File: config.mk
export PLATFORM = sky130hd
export DESIGN_NAME = key_io_responder
export DESIGN_NICKNAME = d
export VERILOG_FILES = /design/src/rtl/keydev_pkg.sv /design/src/rtl/key_debounce.sv /design/src/rtl/key_io_responder.sv
export SDC_FILE = /design/constraint.sdc
export NUM_CORES = 1
export LEC_CHECK = 0
export ABC_AREA = 1
export BUFFER_PORTS_ARGS = -buffer_cell sky130_fd_sc_hd__buf_2
export CAP_MARGIN = 0
export CORE_AREA = 2 2 56 58
export DETAILED_ROUTE_END_ITERATION = 10
export DIE_AREA = 0 0 58 60
export PLACE_DENSITY = 0.82
export REMOVE_ABC_BUFFERS = 1
export SLEW_MARGIN = 5
export SYNTH_ARGS = -nofsm -noshare
export SYNTH_HDL_FRONTEND = slang
export SYNTH_SLANG_ARGS = --single-unit
File: constraint.sdc
create_clock -name clk -period 1.5 [get_ports clk]
set_clock_uncertainty 0.05 [all_clocks]
set_input_delay 0.225 -clock clk [delete_from_list [all_inputs] [get_ports clk]]
set_output_delay 0.225 -clock clk [all_outputs]
set_load 0.005 [all_outputs]
File: src/rtl/keydev_pkg.sv
// Shared constants for the KEY device: bus addresses, KCTRL bit layout, key count.
package keydev_pkg;

   localparam int          KEY_N         = 4;
   localparam logic [31:0] ADDR_KDATA_DEF = 32'hFFFF_F080;
   localparam logic [31:0] ADDR_KCTRL_DEF = 32'hFFFF_F084;

   localparam int KCTRL_READY   = 0;
   localparam int KCTRL_OVERRUN = 2;
   localparam int KCTRL_IE      = 8;

endpackage

File: src/rtl/key_debounce.sv
// Two-flop synchronizer for the (already inverted) key inputs, followed by an
// optional debounce counter. Emits the accepted key state and a combinational
// `changed` flag that is high in the cycle before key_state takes a new value.
// Build option: KEY_IO_RESPONDER_DEBOUNCE_EN enables the debounce counter.
module key_debounce
   import keydev_pkg::*;
#(
   parameter int N               = KEY_N,
   parameter int DEBOUNCE_CYCLES = 500000
) (
   input  logic         clk,
   input  logic         reset,
   input  logic [N-1:0] key_raw,
   output logic [N-1:0] key_state,
   output logic         changed
);

   logic [N-1:0] s1_q, s1_d;
   logic [N-1:0] s2_q, s2_d;
   logic [N-1:0] state_q, state_d;

   // Synchronizer stages simply shift the raw inputs through.
   always_comb begin
      s1_d = key_raw;
      s2_d = s1_q;
   end

`ifdef KEY_IO_RESPONDER_DEBOUNCE_EN
   localparam int            CNT_W   = $clog2(DEBOUNCE_CYCLES + 1);
   localparam logic [CNT_W-1:0] CNT_MAX = CNT_W'(DEBOUNCE_CYCLES);

   logic [CNT_W-1:0] cnt_q, cnt_d;

   // Accept s2 once it has differed from key_state for DEBOUNCE_CYCLES cycles;
   // acceptance takes priority over the restart caused by s2 changing again.
   always_comb begin
      cnt_d   = cnt_q;
      state_d = state_q;
      if (s2_q == state_q) begin
         cnt_d = '0;
      end else if (cnt_q == CNT_MAX - 1'b1) begin
         state_d = s2_q;
         cnt_d   = '0;
      end else if (s1_q != s2_q) begin
         cnt_d = '0;
      end else if (cnt_q != CNT_MAX) begin
         cnt_d = cnt_q + 1'b1;
      end
   end

   // Debounce counter register.
   always_ff @(posedge clk) begin
      if (reset) cnt_q <= '0;
      else       cnt_q <= cnt_d;
   end
`else
   logic [31:0] unused_debounce_cycles;
   assign unused_debounce_cycles = DEBOUNCE_CYCLES;

   // Without debounce the synchronized value is taken every cycle.
   always_comb begin
      state_d = s2_q;
   end
`endif

   // Synchronizer and accepted-state registers.
   always_ff @(posedge clk) begin
      if (reset) begin
         s1_q    <= '0;
         s2_q    <= '0;
         state_q <= '0;
      end else begin
         s1_q    <= s1_d;
         s2_q    <= s2_d;
         state_q <= state_d;
      end
   end

   assign key_state = state_q;
   assign changed   = (state_d != state_q);

endmodule

File: src/rtl/key_io_responder.sv
// KEY device bus responder: KDATA (read-only key state) and KCTRL
// (ready / overrun / interrupt-enable). Reads are combinational, side effects
// occur at the closing clock edge. irq = ie & ready.
// Build option: KEY_IO_RESPONDER_DEBOUNCE_EN enables key debouncing.
module key_io_responder
   import keydev_pkg::*;
#(
   parameter int                DBITS           = 32,
   parameter logic [DBITS-1:0]  ADDR_KDATA      = DBITS'(ADDR_KDATA_DEF),
   parameter logic [DBITS-1:0]  ADDR_KCTRL      = DBITS'(ADDR_KCTRL_DEF),
   parameter int                DEBOUNCE_CYCLES = 500000
) (
   input  logic             clk,
   input  logic             reset,
   input  logic [DBITS-1:0] addr,
   input  logic             rd_en,
   input  logic             wr_en,
   input  logic [DBITS-1:0] wdata,
   input  logic [3:0]       key_n,
   output logic [DBITS-1:0] rdata,
   output logic             hit,
   output logic             irq
);

   logic [KEY_N-1:0] key_state;
   logic             changed;

   logic ready_q, ready_d;
   logic overrun_q, overrun_d;
   logic ie_q, ie_d;

   logic sel_kdata, sel_kctrl;
   logic kdata_rd, kctrl_wr;

   logic [DBITS-1:0] unused_wdata;
   assign unused_wdata = wdata;

   key_debounce #(
      .N               (KEY_N),
      .DEBOUNCE_CYCLES (DEBOUNCE_CYCLES)
   ) u_debounce (
      .clk       (clk),
      .reset     (reset),
      .key_raw   (~key_n),
      .key_state (key_state),
      .changed   (changed)
   );

   assign sel_kdata = (addr == ADDR_KDATA);
   assign sel_kctrl = (addr == ADDR_KCTRL);
   assign hit       = sel_kdata | sel_kctrl;
   // A simultaneous write suppresses the read side effect.
   assign kdata_rd  = rd_en & ~wr_en & sel_kdata;
   assign kctrl_wr  = wr_en & sel_kctrl;

   // Flag updates; key-change events are applied last so they win over clears.
   always_comb begin
      ready_d   = ready_q;
      overrun_d = overrun_q;
      ie_d      = ie_q;
      if (kdata_rd) ready_d = 1'b0;
      if (kctrl_wr) begin
         ie_d = wdata[KCTRL_IE];
         if (!wdata[KCTRL_READY])   ready_d   = 1'b0;
         if (!wdata[KCTRL_OVERRUN]) overrun_d = 1'b0;
      end
      if (changed) begin
         if (ready_q && !kdata_rd) overrun_d = 1'b1;
         ready_d = 1'b1;
      end
   end

   // Status/control registers.
   always_ff @(posedge clk) begin
      if (reset) begin
         ready_q   <= 1'b0;
         overrun_q <= 1'b0;
         ie_q      <= 1'b0;
      end else begin
         ready_q   <= ready_d;
         overrun_q <= overrun_d;
         ie_q      <= ie_d;
      end
   end

   // Combinational read mux; zero for addresses outside the device.
   always_comb begin
      rdata = '0;
      if (sel_kdata) begin
         rdata[KEY_N-1:0] = key_state;
      end else if (sel_kctrl) begin
         rdata[KCTRL_READY]   = ready_q;
         rdata[KCTRL_OVERRUN] = overrun_q;
         rdata[KCTRL_IE]      = ie_q;
      end
   end

   assign irq = ie_q & ready_q;

endmodule
# Word-level counts from Yosys, hierarchy flattened
# Index checks and enable logic that the tools add are counted.
dict set report totals {
  input_bits 72
  ff_bits 15
  elab_cells 34
  out_inout_bits 34
}
dict set report classes {
  n_mux 16
  n_reduce_logical 2
  eq_ne 3
  n_bitwise 7
}
# op n
set op_table {}
lappend op_table {{$eq A32 B32 Y1 const B} 2}
lappend op_table {{$mux W1} 16}
lappend op_table {{$and A1 B1 Y1} 4}
lappend op_table {{$ne A4 B4 Y1} 1}
lappend op_table {{$not A4 Y4} 1}
lappend op_table {{$logic_and A1 B1 Y1} 1}
lappend op_table {{$logic_not A1 Y1} 1}
lappend op_table {{$not A1 Y1} 1}
lappend op_table {{$or A1 B1 Y1} 1}

# Longest topological paths before layout
# Gate-level depths: netlist (run 1).
dict set report logic_depth {
  word_depth 7
  mapped_depth 10
  mapped_depth_nobuf 10
}

# Hierarchy
# A second synthesis (run 1) with hierarchy kept.
dict set report unflattened {
  cells_unflattened 184
  area_unflattened_um2 1094.8
}
# mod seq_area_each_um2 cells_each area_per_inst_um2 n_inst
set by_module_without_submodules {}
lappend by_module_without_submodules {key_io_responder 60.1 128 685.7 1}
lappend by_module_without_submodules {key_debounce 240.2 56 409.1 1}

# Worst setup path after synthesis (run 1)
# No wires, ideal clock.
dict set report synth_path {
  path_type {in2out}
  startpoint {input addr[6]}
  endpoint {output rdata[1]}
  stages 7
  t_arrival_ps 868
  required_time_ps 1225
  n_path_buf 0
  slack_ps 357
  path_cell_list {inv_1 nand2_1 nor2_1 nand3_1 nor2_1 nand2_1 nor2_1}
}
dict set report synth_between {
  elab_chain_cells 2
}
# item line
set synth_rtl {}
lappend synth_rtl {{start, declared} key_io_responder.sv:15} ;# input logic [DBITS-1:0] addr,
lappend synth_rtl {{$eq A32 B32 Y1} key_io_responder.sv:49} ;# assign sel_kdata = (addr == ADDR_KDATA);
lappend synth_rtl {{$mux W1} key_io_responder.sv:89} ;# if (sel_kdata) begin
lappend synth_rtl {{end, declared} key_io_responder.sv:20} ;# output logic [DBITS-1:0] rdata,
# No other way between the ends.

# Final worst setup path (run 1)
dict set report layout_path {
  startpoint {input addr[31]}
  endpoint {output rdata[0]}
}
dict set report layout_between {
  elab_chain_cells 3
  word_cells_on_any_way 4
  classes_between {2 x eq/ne; 2 x mux}
}
# item line
set layout_rtl {}
lappend layout_rtl {{$eq A32 B32 Y1} key_io_responder.sv:50} ;# assign sel_kctrl = (addr == ADDR_KCTRL);
lappend layout_rtl {{$mux W1} key_io_responder.sv:91} ;# end else if (sel_kctrl) begin
lappend layout_rtl {{$mux W1 *} key_io_responder.sv:89}
# Mark *: on every way between the ends. The rest lies on a longest branch, timed or not.

==> metrics.txt, run 1 <==
status=complete, no violations; DR iter-0 viols=18; die area=roughly 0.0035 sq mm; port bufs=just under 50; DR WL/cell=7.701 microns; Clock Tree Buf Depth=2; min-delay src=key_n[1]; die width=about 58 microns; commonest non-fill, non-tap cells in the layout=49 x buf_2, 40 x nand2_1, 32 x nor2_1; Sink Count=15; LEAKAGE=approximately 0.76 nW; #FFs+latches synth=15; DRC errors left=0; multi-input logic area=about 530 sq um; htree depth=1; antenna diode count=0; largest net degree at the start of global routing=16; pre-CTS WS=0.07083 ns; RSZ-0062 raised after global routing=yes; synthesized area=0.001033 sq mm; Die Y=~60 microns; Post-Syn Instances=between 150 and 200; number of global-route vias before repair=796; CP Max Fanout=6; CP Data Arrival Time=~1.1 ns; Hold Vio Cnt, Final=0; Final setup viols=0; root buffer cell=clkbuf_4; cts bufs inserted=3; largest cells by area after synthesis=dfxtp_1 29%, buf_4 20%, nand2_1 16%; yosys warns=0; grt ovf=0; Worst R2R Start=u_debounce.key_state[2]; area delta synth->final=23.49%; Worst Setup SP=addr[31]; HPWL after detailed placement=about 1600 microns; synth unique cells=18; top-area cell type share of the netlist area=between 20 and 30%; Pwr Total=0.0007937 W; Layout fillers=around 330; layout cells sized above 1=29.86%; Skew-Pair Late Insertion Delay=0.28 ns; max cap viols=0; # IOs=approximately 110; synthesized area per cell=~6.2 sq um; pwr dens=slightly above 600 mW/mm^2; worst setup margin=approximately 0.10 ns; Fmax achieved=a little over 700 MHz; Post-DRT Antenna Nets=0; via count=1003; storage element area=about 300 sq um; TritonCTS clock tree=yes; Reg clk slew, reported paths=approximately 0.090 ns; initial antenna violation count=0; worst path required time=around 1.2 ns; final WL=1956 microns; Pre-antenna DRT Iters=3; startpoint class of the critical path=input pin; final layout net count=about 290; Post-CTS Hold Fix Bufs=0; core area=0.002903 sq mm; first-pass GRT wire length=about 3000 microns; crit end category=output port; Starting Density=a little over a third; commonest non-fill, non-tap cell in the layout=buf_2; gr usage total=between 10% and 20%; Yosys top cell by area=dfxtp_1; maximum VDD drop=between 0.5 and 0.6 mV; GP Congestion=about 0.78; Hold Crit Class=in2reg; max-slew violations=0; register area share after synthesis=roughly 29%; Crit Path Class=in2out; vias per inst=slightly below 4; min cycle time layout=roughly 1.4 ns; final worst-path cycle share=about 93%; # rows=20
## critical path: stages
cell,delay [ns]
buf_2,0.10
nand2_2,0.05
nor2_1,0.09
nand2_1,0.09
nor2_4,0.21
nand2_4,0.09
clkinv_4,0.06
nand2_1,0.04
nand2_1,0.06
buf_2,0.11
## through the flow
| step | util, % | hold slack [ns] | setup TNS (ns) | cells | cell area, sq um |
|---|---|---|---|---|---|
| 2_1_floorplan | - | 0.2374 | 0 | 165 | 924.6 |
| 3_3_place_gp | 41.98 | 0.3250 | 0 | 248 | 1219 |
| 3_5_place_dp | 41.98 | 0.3277 | 0 | 248 | 1219 |
| 4_1_cts | 42.93 | 0.01792 | 0 | 252 | 1246 |
| 5_1_grt | 43.97 | 0.01401 | -0.02760 | 254 | 1276 |
| 6_report | 43.97 | 0.02517 | 0 | 254 | 1276 |
## cell families (layout without fill, tap and decap cells)
family,count (synthesis),count (layout),synth area share (%)
AOI/OAI and AO/OA,4,4,2.300
xor gates and xnor gates,2,2,1.695
buffers and inverters,56,84,30.63
DFF,15,15,29.06
other,1,27,0.3628
and+or+nand+nor,89,89,35.96
## cells in the mapped netlist, drive strengths merged
| cell type | count |
|---|---|
| nand2 | 44 |
| xor2 | 2 |
| clkbuf | 1 |
| inv | 27 |
| nand4 | 2 |
| clkinv | 1 |
| buf | 27 |
| a21oi | 4 |
| conb | 1 |
| nor2 | 35 |
| dfxtp | 15 |
| nand3 | 7 |
| nor3 | 1 |
## where the power goes
| group | leakage [nW] | total (W) | internal (W) | switching (W) |
|---|---|---|---|---|
| combinational | 0.619 | 0.000140 | 0.0000641 | 0.0000754 |
| clock | 0.0177 | 0.000228 | 0.0000990 | 0.000129 |
| sequential | 0.123 | 0.000426 | 0.000417 | 0.00000927 |
## path summary, 6_finish.rpt
kind	endpoint	slack, ns	cells after the start
max	rdata[0]	0.10	10
min	u_debounce.s1_q[1]	0.03	2
max reg2reg	overrun_q	0.49	5
min reg2reg	u_debounce.s2_q[0]	0.35	2
## layout make-up
type / instances / area share (%)
Multi-Input combinational cell: 122 / 41.47
Sequential cell: 15 / 23.53
Timing Repair Buffer: 52 / 20.98
Inverter: 28 / 8.628
Tap cell: 33 / 3.235
Clock buffer: 3 / 1.765
Clock inverter: 1 / 0.3922
## layer usage
metal	track usage, %	part of all wire, %	up-vias
met5	0	0	-
met4	6.977	1.9	0
met3	2.381	9.5	4
met2	21.10	50	42
met1	11.07	39	412
li1	-	-	545
## sequential cells by signal, summed over array words and instances (netlist names)
register              flops
ready_q                   1
u_debounce.s2_q           4
u_debounce.key_state      4
overrun_q                 1
ie_q                      1
u_debounce.s1_q           4
## what timing repair did
item	4_1_cts	5_1_grt
resized for setup	0	5
buffers inserted	0	2
endpoints found under the setup margin	0	4
(Power assumes the default switching activity.)
==> run 2, diff against run 1 <==
- clock period: 1.5 -> 1.75 ns (I/O delays scaled with it)
==> metrics.txt, run 2 (same netlist as run 1, synthesis figures left out) <==
CP Max Fanout=4; RSZ-0062 raised after global routing=no; vias per inst=between 4 and 5; crit-path most repeated cell=nand2_1; DR iter-0 viols=17; placed cell areas=approximately 0.0012 sq mm; port bufs=49; commonest non-fill, non-tap cell in the layout=buf_2; crit path cell chain=buf_2 > inv_1 > nand2_1 > nor2_1 > nand2_1 > nor2_2 > nand2_4 > clkinv_4 > nand2_1 > nand2_1 > buf_2; die area=about 0.0035 sq mm; initial antenna violation count=0; max cap viols=0; Crit Path Class=in2out; min cycle time layout=roughly 1.5 ns; CP Data Arrival Time=1.20 ns; commonest non-fill, non-tap cells in the layout=49 x buf_2, 43 x nand2_1, 32 x nor2_1; LEAKAGE=about 0.74 nW; R2R cell count=5; Final setup viols=0; GP Congestion=roughly 0.8; Final Cell Area=0.001241 sq mm; Reg clk slew, reported paths=around 0.090 ns; startpoint class of the critical path=input pin; Setup crit end=rdata[0]; Starting Density=35.60%; area delta synth->final=20.10%; Skew-Pair Late Insertion Delay=around 0.27 ns; HPWL after detailed placement=around 1700 microns; number of buffers and inverters on the critical path=4; Fmax achieved=roughly 660 MHz; Post-CTS Hold Fix Bufs=0; root buffer cell=clkbuf_4; Clock Tree Buf Depth=2; layout cells sized above 1=27.52%; worst setup margin=0.2369 ns; final worst-path cycle share=86.46%; status=complete, no violations; DR WL/cell=~7.5 microns; Worst R2R Start=u_debounce.key_state[2]; Non-Filler Instances=between 200 and 300; Placed Cells incl. Taps=roughly 250; cts bufs inserted=3; gr usage total=10.81%; antenna diode count=0; TritonCTS clock tree=yes; flop2flop setup slack=roughly 0.73 ns; Sink Count=15; htree depth=1; pre-CTS WS=0.1705 ns; # rows=20; worst path required time=1.44 ns; Crit path depth=11; Pre-antenna DRT Iters=4; DRC errors left=0; core area=0.002903 sq mm; via count=about 1000; Setup TNS=0 ns; crit end category=output port; first-pass GRT wire length=around 2900 microns; number of global-route vias before repair=roughly 790; final layout net count=between 200 and 300; Hold Crit Class=in2reg; Crit path max-delay family=simple AND/OR/NAND/NOR gates; CP peak stage delay=roughly 0.20 ns; Die Y=60 microns; largest net degree at the start of global routing=16; CP max-delay cell=nor2_2; grt ovf=0; pwr dens=542.9 mW/mm^2; Worst Setup SP=addr[10]; maximum VDD drop=0.4590 mV; Hold Vio Cnt, Final=0; # IOs=106; Post-DRT Antenna Nets=0; RR Endpoint=overrun_q; die width=58 microns; max-slew violations=0; Pwr Total=approximately 0.00067 W; final WL=1886 microns
run 2: cell count changes in the layout (fill, tap and decap cells not counted):
cell and delta:
nand2_2 -3, buf_4 -3, nand2_1 +3, nor2_4 -1, nor2_2 +1
run 2: layer usage:
| metal | vias to the layer above | track usage (%) | share of wire (%) |
|---|---|---|---|
| met4 | 0 | 4.983 | 0.53 |
| met1 | 427 | 11.18 | 39 |
| li1 | 539 | - | - |
| met3 | 2 | 2.814 | 11 |
| met5 | - | 0 | 0 |
| met2 | 42 | 20.29 | 49 |
run 2: where the power goes:
group / leakage [nW] / switching, W / total [W] / internal, W
Sequential: 0.123 / 0.00000836 / 0.000366 / 0.000357
Clock: 0.0177 / 0.000106 / 0.000191 / 0.0000846
Combinational: 0.601 / 0.0000629 / 0.000117 / 0.0000543
run 2: worst register-to-register path, delay by kind of cell (launching register included):
kind / cells / cell delay [ns]
compound gates: 1 / 0.06
flops: 1 / 0.33
simple gates: 3 / 0.31
xor+xnor: 1 / 0.16
run 2: how the worst min path moves through the flow:
stage / startpoint / to / cells past startpoint
5_1_grt: key_n[1] / u_debounce.s1_q[1] / 2
2_1_floorplan: reset / ie_q / 1
6_report: key_n[1] / u_debounce.s1_q[1] / 2
4_1_cts: key_n[1] / u_debounce.s1_q[1] / 2
3_5_place_dp: u_debounce.s1_q[1] / u_debounce.s2_q[1] / 2
3_3_place_gp: u_debounce.s1_q[1] / u_debounce.s2_q[1] / 2
run 2: repair_timing:
action / in CTS / in global routing
setup endpoints to repair: 0 / 1
buffers inserted: 0 / 0
resized for setup: 0 / 1
run 2: per-stage QoR:
step / hold WS, ns / utilization [%]
finish: 0.07115 / 42.76
global route: 0.04399 / 42.76
CTS: 0.05952 / 42.67
detailed placement: 0.3476 / 41.72
global placement: 0.3388 / 41.72
floorplan: 0.2749 / -
run 2: final cells by class:
cell class	instances	area (sq um)
clock buffers	3	22.52
repair buffers	49	245.2
clock inverters	1	5.005
inverters	28	110.1
fillers	324	1662
multi-input cells	122	516.7
well taps	33	41.29
flip-flops and latches	15	300.3
==> run 3, diff against run 2 <==
- PLACE_DENSITY: 0.82 -> 0.84
- SYNTH_HIERARCHICAL: not set -> 1
==> metrics.txt, run 3 <==
most common cell in the synthesized netlist=nand2_1; final WL=1943 microns; postcts setup bufs=0; Setup TNS=0 ns; largest net degree at the start of global routing=16; HPWL after detailed placement=roughly 1700 microns; commonest non-fill, non-tap cell in the layout=nand2_1; yosys warns=6; crit end category=output port; grt ovf=0; min-delay src=key_n[2]; Net Switching=about 0.00018 W; gr usage total=11.49%; startpoint class of the critical path=input pin; synth unique cells=16; Post-DRT Antenna Nets=0; Starting Density=37.72%; core area=roughly 0.0029 sq mm; maximum VDD drop=~0.4 mV; die width=58 microns; Logic pwr share=between 15 and 20%; initial antenna violation count=0; die area=roughly 0.0035 sq mm; root buffer cell=clkbuf_4; Die Y=about 60 microns; vias per inst=3.866; Worst R2R Start=u_debounce/key_state[3]; htree depth=1; DRC errors left=0; antenna diode count=0; Post-synth top cells=53 x nand2_1, 38 x inv_1, 31 x nor2_1; status=complete, no violations; register area share after synthesis=a little over a quarter; # rows=20; CP max-delay cell=nor2_2; Sink Count=15; Clock Tree Buf Depth=2; Yosys top cell by area=dfxtp_1; CP Max Fanout=3; GP Congestion=0.7226; max-slew violations=0; CP Data Arrival Time=about 1.3 ns; #FFs+latches synth=15; storage element area=300.3 sq um; DR iter-0 viols=18; max cap viols=0; # IOs=about 110; cts repair resizes=0; port bufs=roughly 50; RSZ-0062 raised after global routing=no; layout cells sized above 1=between 20% and 30%; synthesized area=approximately 0.0011 sq mm; largest cells by area after synthesis=dfxtp_1 27%, buf_4 19%, nand2_1 18%; Seq pwr share=53.9%; Placed Cells incl. Taps=~260; TritonCTS clock tree=yes; Hold Crit Class=in2reg; commonest non-fill, non-tap cells in the layout=53 x nand2_1, 49 x buf_2, 38 x inv_1; Clk pwr share=between 20% and 30%; Skew-Pair Late Insertion Delay=0.27 ns; LEAKAGE=a little under 0.8 nW; multi-input logic area=approximately 530 sq um; Non-Filler Instances=between 200 and 300; area delta synth->final=18.40%; crit path cell chain=buf_2 > inv_1 > nand2_1 > nor2_1 > nand2_1 > nor2_2 > nand2_4 > nor3b_1 > buf_2; Crit path max-delay family=simple AND/OR/NAND/NOR gates; Post-Syn Instances=184; final worst-path cycle share=roughly nine tenths; Hold Vio Cnt, Final=0; Crit Path Class=in2out; min cycle time layout=roughly 1.6 ns; Post-synth EDFFs=0; final layout net count=308; Reg clk slew, reported paths=roughly 0.09 ns; Final setup viols=0; ys flop type=dfxtp_1; Fmax achieved=around 630 MHz; pwr dens=approximately 520 mW/mm^2; first-pass GRT wire length=3167 microns; DR WL/cell=roughly 7.3 microns; number of global-route vias before repair=around 880; number of buffers and inverters on the critical path=3; CP peak stage delay=approximately 0.20 ns; worst path required time=between 1 and 1.5 ns; net switching fraction of the power=roughly a quarter; Pre-antenna DRT Iters=4; Post-CTS Hold Fix Bufs=0; asr flop ratio synth=0%; synthesized area per cell=5.950 sq um; Worst Setup SP=addr[10]; Layout fillers=315; top-area cell type share of the netlist area=between 20% and 30%; via count=approximately 1000; Pint=approximately 0.0005 W; cts bufs inserted=3
## run 3: power by group through the flow
stage | clock network (W) | logic, W | registers (W)
floorplan | 0 | 0.0000612 | 0.000371
global placement | 0 | 0.000119 | 0.000372
detailed placement | 0 | 0.000123 | 0.000373
CTS | 0.000200 | 0.000123 | 0.000365
global route | 0.000216 | 0.000144 | 0.000368
finish | 0.000189 | 0.000123 | 0.000365
## run 3: path summary, 6_finish.rpt
kind	to	slack [ns]	cells after the start
max	rdata[8]	0.17	9
min	u_debounce/s1_q[2]	0.14	4
max reg2reg	overrun_q	0.77	7
min reg2reg	u_debounce/s2_q[0]	0.36	2
## run 3: tightest hold or removal path, delay by kind of cell
kind                   cells  cell delay [ns]
buffers and inverters      3             0.14
and+or+nand+nor            1             0.03
## run 3: final cells by class
cell class / instances / share of cell area [%]
timing repair buffer: 49 / 18.92
clock inverter: 1 / 0.3861
tap: 33 / 3.185
inverter: 39 / 11.68
multi-input combinational: 128 / 40.93
clock buffer: 3 / 1.737
sequential: 15 / 23.17
## run 3: cells by family after synthesis
family,Yosys count,synth area share (%)
AND/OR/NAND/NOR,98,37.49
buffers and inverters,67,33.03
flip-flops,15,27.43
AO/OA/AOI/OAI,3,1.714
other,1,0.3425
## run 3: metal layers
metal  track usage (%)  wire (microns)  vias up
met5                 0               0        -
met4             3.987              11        0
met3             3.030             194        2
met2             23.54            1002       39
met1             10.79             736      420
li1                  -               -      575
## run 3: through the flow
step	util, %	total power (W)	setup slack [ns]	hold WS [ns]	area (sq um)
2_1_floorplan	-	0.0004327	0.4643	0.2749	982.2
3_3_place_gp	43.71	0.0004918	0.1827	0.3393	1269
3_5_place_dp	43.71	0.0004956	0.1476	0.3444	1269
4_1_cts	44.66	0.0006880	0.1353	0.1276	1296
5_1_grt	44.66	0.0007271	0.06688	0.1389	1296
6_report	44.66	0.0006768	0.1669	0.1358	1296
